$ cat src/rtl/minisrc_io_pkg.sv
// Shared definitions for the MiniSRC input-port family.
// Holds the Status bit-layout offsets and the width helper used for Sel
// and per-channel FIFO counters.
package minisrc_io_pkg;

  // Status word layout: not-empty flags start at bit 0, overflow flags follow.
  localparam int unsigned NOTEMPTY_BASE = 0;

  function automatic int unsigned ovf_base(input int unsigned num_ch);
    return num_ch;
  endfunction

  // ceil(log2(n)), never below 1 so single-entry selects still get a bit.
  function automatic int unsigned clog2_min1(input int unsigned n);
    return (n <= 1) ? 1 : $clog2(n);
  endfunction

endpackage

$ cat src/rtl/in_port_chan.sv
// One input channel: strobe synchroniser, rising-edge detect, FIFO storage,
// pointers, occupancy count and sticky overflow flag.
// Ports:
//   clk, rst_n      clock, async active-low reset
//   strobe_i        asynchronous data-valid strobe
//   data_i          channel data, sampled on the detected strobe edge
//   pop_i           pop the head (ignored when empty)
//   ovf_clr_i       clear the overflow flag (a same-cycle overflow wins)
//   head_o          word at the read pointer
//   not_empty_o     count != 0
//   ovf_o           sticky overflow flag
module in_port_chan
  import minisrc_io_pkg::*;
#(
  parameter int unsigned DATA_WIDTH  = 32,
  parameter int unsigned DEPTH       = 4,
  parameter int unsigned SYNC_STAGES = 2
) (
  input  logic                  clk,
  input  logic                  rst_n,
  input  logic                  strobe_i,
  input  logic [DATA_WIDTH-1:0] data_i,
  input  logic                  pop_i,
  input  logic                  ovf_clr_i,
  output logic [DATA_WIDTH-1:0] head_o,
  output logic                  not_empty_o,
  output logic                  ovf_o
);

  localparam int unsigned PTR_W = clog2_min1(DEPTH);
  localparam int unsigned CNT_W = PTR_W + 1;

  logic [SYNC_STAGES-1:0] sync_q, sync_d;
  logic                   edge_q, edge_d;
  logic [PTR_W-1:0]       wr_ptr_q, wr_ptr_d;
  logic [PTR_W-1:0]       rd_ptr_q, rd_ptr_d;
  logic [CNT_W-1:0]       cnt_q, cnt_d;
  logic                   ovf_q, ovf_d;
  logic [DATA_WIDTH-1:0]  mem_q [DEPTH];

  logic rise_c, full_c, empty_c, push_c, pop_c, ovf_set_c;

  // Capture control: a pop in the same cycle frees the slot for a push.
  always_comb begin
    sync_d    = {sync_q[SYNC_STAGES-2:0], strobe_i};
    edge_d    = sync_q[SYNC_STAGES-1];
    rise_c    = sync_q[SYNC_STAGES-1] & ~edge_q;
    full_c    = (cnt_q == CNT_W'(DEPTH));
    empty_c   = (cnt_q == '0);
    pop_c     = pop_i & ~empty_c;
    push_c    = rise_c & (~full_c | pop_c);
    ovf_set_c = rise_c & full_c & ~pop_c;

    wr_ptr_d = wr_ptr_q;
    rd_ptr_d = rd_ptr_q;
    cnt_d    = cnt_q;
    ovf_d    = ovf_q;

    if (push_c) wr_ptr_d = wr_ptr_q + PTR_W'(1);
    if (pop_c)  rd_ptr_d = rd_ptr_q + PTR_W'(1);

    case ({push_c, pop_c})
      2'b10:   cnt_d = cnt_q + CNT_W'(1);
      2'b01:   cnt_d = cnt_q - CNT_W'(1);
      default: cnt_d = cnt_q;
    endcase

    if (ovf_set_c)      ovf_d = 1'b1;
    else if (ovf_clr_i) ovf_d = 1'b0;
  end

  // Control state; sync/edge flops reset high so a held strobe is not a capture.
  always_ff @(posedge clk or negedge rst_n) begin
    if (!rst_n) begin
      sync_q   <= '1;
      edge_q   <= 1'b1;
      wr_ptr_q <= '0;
      rd_ptr_q <= '0;
      cnt_q    <= '0;
      ovf_q    <= 1'b0;
    end else begin
      sync_q   <= sync_d;
      edge_q   <= edge_d;
      wr_ptr_q <= wr_ptr_d;
      rd_ptr_q <= rd_ptr_d;
      cnt_q    <= cnt_d;
      ovf_q    <= ovf_d;
    end
  end

  // Storage is qualified by count, so it needs no reset.
  always_ff @(posedge clk) begin
    if (push_c) mem_q[wr_ptr_q] <= data_i;
  end

  assign head_o      = mem_q[rd_ptr_q];
  assign not_empty_o = ~empty_c;
  assign ovf_o       = ovf_q;

endmodule

$ cat src/rtl/multi_in_port.sv
// Buffered multi-channel input port for the MiniSRC datapath.
// Ports:
//   Clock, Clear    clock, async active-low reset
//   Strobe          per-channel asynchronous data-valid strobes
//   Input           channel i at [i*DATA_WIDTH_IN +: DATA_WIDTH_IN]
//   Sel             channel addressed by Read, OvfClr and BusMuxIn
//   Read            pop head of channel Sel
//   OvfClr          clear channel Sel's overflow flag
//   IrqEn           per-channel interrupt enable
//   BusMuxIn        head of channel Sel, INIT when empty/out of range (comb.)
//   Status          {overflow[NUM_CH-1:0], not_empty[NUM_CH-1:0]}
//   Irq             registered OR of enabled not-empty flags
module multi_in_port
  import minisrc_io_pkg::*;
#(
  parameter int unsigned              DATA_WIDTH_IN  = 32,
  parameter int unsigned              DATA_WIDTH_OUT = 32,
  parameter int unsigned              NUM_CH         = 2,
  parameter int unsigned              DEPTH          = 4,
  parameter int unsigned              SYNC_STAGES    = 2,
  parameter logic [DATA_WIDTH_OUT-1:0] INIT          = '0
) (
  input  logic                              Clock,
  input  logic                              Clear,
  input  logic [NUM_CH-1:0]                 Strobe,
  input  logic [NUM_CH*DATA_WIDTH_IN-1:0]   Input,
  input  logic [clog2_min1(NUM_CH)-1:0]     Sel,
  input  logic                              Read,
  input  logic                              OvfClr,
  input  logic [NUM_CH-1:0]                 IrqEn,
  output logic [DATA_WIDTH_OUT-1:0]         BusMuxIn,
  output logic [2*NUM_CH-1:0]               Status,
  output logic                              Irq
);

  localparam int unsigned OVF_LSB = ovf_base(NUM_CH);
  localparam int unsigned EXT_W   = (DATA_WIDTH_OUT > DATA_WIDTH_IN) ?
                                    DATA_WIDTH_OUT : DATA_WIDTH_IN;

  logic [NUM_CH-1:0]        sel_hit_c;
  logic [NUM_CH-1:0]        not_empty;
  logic [NUM_CH-1:0]        ovf;
  logic [DATA_WIDTH_IN-1:0] head [NUM_CH];
  logic [DATA_WIDTH_IN-1:0] head_sel_c;
  logic [EXT_W-1:0]         head_ext_c;
  logic                     head_vld_c;
  logic                     irq_q, irq_d;

  // Sel decode; out-of-range values hit no channel.
  always_comb begin
    sel_hit_c = '0;
    for (int i = 0; i < NUM_CH; i++) begin
      if (32'(Sel) == 32'(i)) sel_hit_c[i] = 1'b1;
    end
  end

  for (genvar g = 0; g < NUM_CH; g++) begin : g_ch
    in_port_chan #(
      .DATA_WIDTH  (DATA_WIDTH_IN),
      .DEPTH       (DEPTH),
      .SYNC_STAGES (SYNC_STAGES)
    ) u_chan (
      .clk         (Clock),
      .rst_n       (Clear),
      .strobe_i    (Strobe[g]),
      .data_i      (Input[g*DATA_WIDTH_IN +: DATA_WIDTH_IN]),
      .pop_i       (Read & sel_hit_c[g]),
      .ovf_clr_i   (OvfClr & sel_hit_c[g]),
      .head_o      (head[g]),
      .not_empty_o (not_empty[g]),
      .ovf_o       (ovf[g])
    );
  end

  // Head mux with zero-extend/truncate to bus width.
  always_comb begin
    head_sel_c = '0;
    head_vld_c = 1'b0;
    for (int i = 0; i < NUM_CH; i++) begin
      if (sel_hit_c[i] && not_empty[i]) begin
        head_sel_c = head[i];
        head_vld_c = 1'b1;
      end
    end
    head_ext_c = EXT_W'(head_sel_c);
    BusMuxIn   = head_vld_c ? head_ext_c[DATA_WIDTH_OUT-1:0] : INIT;
  end

  always_comb begin
    Status                          = '0;
    Status[NOTEMPTY_BASE +: NUM_CH] = not_empty;
    Status[OVF_LSB +: NUM_CH]       = ovf;
  end

  assign irq_d = |(not_empty & IrqEn);

  always_ff @(posedge Clock or negedge Clear) begin
    if (!Clear) irq_q <= 1'b0;
    else        irq_q <= irq_d;
  end

  assign Irq = irq_q;

endmodule

$ cat config.mk
export PLATFORM = sky130hd
export DESIGN_NAME = multi_in_port
export DESIGN_NICKNAME = d
export VERILOG_FILES = /design/src/rtl/minisrc_io_pkg.sv /design/src/rtl/in_port_chan.sv /design/src/rtl/multi_in_port.sv
export SDC_FILE = /design/constraint.sdc
export NUM_CORES = 1
export LEC_CHECK = 0
export CORE_ASPECT_RATIO = 1.75
export CORE_MARGIN = 1
export CORE_UTILIZATION = 30
export DETAILED_ROUTE_END_ITERATION = 8
export HOLD_SLACK_MARGIN = 0.02
export PLACE_DENSITY = 0.57
export SKIP_LAST_GASP = 1
export SLEW_MARGIN = 20
export SYNTH_ARGS = -nofsm -noshare
export SYNTH_HDL_FRONTEND = slang
export SYNTH_SLANG_ARGS = --single-unit
$ cat constraint.sdc
create_clock -name Clock -period 2.7 [get_ports Clock]
set_input_delay 0.405 -clock Clock [delete_from_list [all_inputs] [get_ports Clock]]
set_output_delay 0.405 -clock Clock [all_outputs]
set_load 0.02 [all_outputs]
==> impl_metrics.tcl <==
set metrics [dict create \
    cts_tree "done" \
    detail-route-antenna-nets 0 \
    period_minus_slack_ns 2.67 \
    dp_hpwl_um 15800 \
    avgSynthCellArea_um2 22.0 \
    grt_setup_unrepaired "yes" \
    hp-class "in -> reg" \
    start_util_pct 30.6 \
    root_buffer "clkbuf_16" \
    gp_congestion 0.748 \
    path_class "reg -> out" \
    max_freq_ghz 0.375 \
    end_kind "primary output" \
    cts_buffers 26 \
    synth_edf_count 256 \
    die-area_um2 36900 \
    power_switching_share_pct 29.7 \
    ir_drop_mv 0.475 \
    r2r_start "g_ch[0].u_chan.cnt_q[2]" \
    drt_iter0_markers 290 \
    crit_family "simple AND/OR/NAND/NOR gates" \
    cts.sinks 279 \
    clkLatencyLatePin_ns 0.53 \
    synth_ff_type "edfxtp_1" \
    layout_commonest_cell "edfxtp_1" \
    worstPathArrival_ns 2.26 \
    worstSetupStartpointType "flip-flop" \
    cts_htree_levels 1 \
    final_util_pct 38.6 \
    final_nets 736 \
    relSlewSlack_pct 40.5 \
    routed_wl_um 25000 \
    synthCells 492 \
    synth.distinct_cells 33 \
    ys_async_sr_fraction_pct 8.24 \
    cp_data_required_time_ns 2.30 \
    min_to "g_ch[1].u_chan.sync_q[0]" \
    ys_seq_area_share_pct 76.4 \
    die_w_um 146 \
    grt_pass1_wl_um 37100 \
    clk_pin_slew_ns 0.06 \
    clockPowerShare_pct 25.2 \
    seq_power_share_pct 40.8 \
    worst_slew_pin_slew_ns 0.889 \
    grt.total_usage_pct 13.8 \
    grt_max_degree 33 \
    status "completed" \
    hold_depth 1 \
    hold_path_startpoint "Strobe[1]" \
    path_cells "or3_4, and2_4, buf_4, a22o_1, dlygate4sd2_1" \
    path_max_fanout 8 \
    antenna_found_initial 1 \
    worst_path_largest_cell_delay_ns 0.44 \
    drtPass1Iterations 4 \
    syn2layout_area_growth_pct 26.4 \
    grt_overflow 0 \
    portBuffers 109 \
    io_pins 110 \
    reg2reg_depth 8 \
    power_switching_w 0.00404 \
    rr_endpoint "g_ch[0].u_chan.cnt_q[1]" \
    drive_gt1_share_pct 30.6 \
    drc 0 \
    slew_viol_final 0 \
    post-route-period-util_pct 98.9 \
    critPathBufInv 2 \
    vias_per_cell 4.66 \
    core_um2 35400 \
    layout_common_cells "edfxtp_1 (256), clkdlybuf4s50_1 (77), mux4_2 (64)" \
    p_int_w 0.00955 \
    r2r_slack_ns 0.40 \
    power.density_nw_per_um2 993 \
    maxCapViolCount 0 \
    ys_ff_latch 279 \
    placed_cells 1073 \
    setup_viol 0 \
    hold_violations 0 \
    p_comb_share_pct 34.0 \
    dieHeight_um 253 \
    fin_cells 1136 \
    clk_path_buf_depth 3 \
    vias 5293 \
    fillers 3215 \
    cts_hold_buf 0 \
    synth_nets 576 \
    crit_slowest_cell "dfrtp_2" \
    drt-wirelength-per-cell_um 22.0 \
    leakagePower_nw 4.60 \
    num_rows 91 \
    grt_pass1_vias 5951 \
    fin_skew_ns 0.00652 \
    synth_warnings 0 \
    netlist_area_um2 10800 \
]
==> per-layer routing <==
metal / GRT usage (%) / wire length, µm / vias to the layer above
met5: 0 / 0 / -
met4: 5.17 / 682 / 0
met3: 1.86 / 846 / 34
met2: 28.0 / 14800 / 110
met1: 14.0 / 8640 / 2802
li1: - / - / 2347
==> stage by stage <==
| stage | setup slack (ns) | cell area (µm²) | setup TNS, ns | power (W) | hold slack (ns) |
|---|---|---|---|---|---|
| after floorplan | 0.371 | 10800 | 0 | 0.00831 | 0.109 |
| after global placement | -0.0343 | 12700 | -0.0343 | 0.00998 | 0.347 |
| after detailed placement | -0.0518 | 12700 | -0.0518 | 0.0101 | 0.347 |
| after CTS | -0.0239 | 13700 | -0.0385 | 0.0138 | 0.266 |
| after global routing | -0.0450 | 13700 | -0.0454 | 0.0142 | 0.271 |
| final | 0.0302 | 13700 | 0 | 0.0136 | 0.291 |
==> how the worst max path moves through the flow <==
| stage | from | endpoint | cells past startpoint |
|---|---|---|---|
| finish | g_ch[1].u_chan.cnt_q[0] | BusMuxIn[7] | 5 |
| global route | g_ch[1].u_chan.cnt_q[0] | BusMuxIn[7] | 5 |
| CTS | g_ch[1].u_chan.rd_ptr_q[0] | BusMuxIn[0] | 6 |
| detailed placement | Sel | g_ch[0].u_chan.cnt_q[2] | 11 |
| global placement | Sel | g_ch[0].u_chan.cnt_q[2] | 11 |
| floorplan | g_ch[1].u_chan.sync_q[1] | g_ch[1].u_chan.mem_q[0][0] | 4 |
==> synth_stat cells, types with 7 or more instances <==
cell / instances / area share (%)
edfxtp_1: 256 / 71
mux4_2: 64 / 13
a22o_1: 33 / 2.7
dfrtp_1: 17 / 3.9
inv_1: 11 / 0.38
nand2_1: 10 / 0.35
ha_1: 9 / 1.0
and2_1: 8 / 0.46
buf_4: 8 / 0.56
buf_6: 8 / 0.83
buf_2: 7 / 0.32
o21ai_0: 7 / 0.32
==> power groups by stage <==
| stage | registers, W | clock network (W) | logic, W |
|---|---|---|---|
| 2_1_floorplan | 0.00549 | 0 | 0.00282 |
| 3_3_place_gp | 0.00561 | 0 | 0.00437 |
| 3_5_place_dp | 0.00565 | 0 | 0.00446 |
| 4_1_cts | 0.00556 | 0.00352 | 0.00471 |
| 5_1_grt | 0.00560 | 0.00367 | 0.00495 |
| 6_report | 0.00555 | 0.00342 | 0.00462 |
==> cell type report <==
type                       instances  area [µm²]  area share (%)
clock inverter                    12        83.8           0.613
clock buffer                      34         702            5.13
antenna                            1        2.50          0.0183
multi-input combinational        173        2320            16.9
timing repair buffer             161        1670            12.2
inverter                          11        41.3           0.302
tap                              465         582            4.25
sequential                       279        8280            60.5
==> cell families after synthesis <==
| group | synth area share (%) |
|---|---|
| simple gates | 1.98 |
| mux | 13.4 |
| xor+xnor | 0.890 |
| fa+ha+maj | 1.41 |
| flops | 76.4 |
| buf+inv | 2.30 |
| compound gates | 3.57 |
==> repair_timing <==
| item | in CTS | in global routing |
|---|---|---|
| setup buffers | 9 | 3 |
| endpoints found under the setup margin | 30 | 25 |
| cloned | 3 | 1 |
| resized for setup | 93 | 23 |
| pin swaps | 0 | 1 |
==> sequential cells by signal, summed over array words and instances (netlist names) <==
| signal | count |
|---|---|
| g_ch.u_chan.rd_ptr_q | 4 |
| g_ch.u_chan.edge_q | 2 |
| g_ch.u_chan.cnt_q | 6 |
| Irq | 1 |
| g_ch.u_chan.mem_q | 256 |
| g_ch.u_chan.ovf_o | 2 |
| g_ch.u_chan.sync_q | 4 |
| g_ch.u_chan.wr_ptr_q | 4 |
Note: power is estimated with default switching activity, not from simulation.
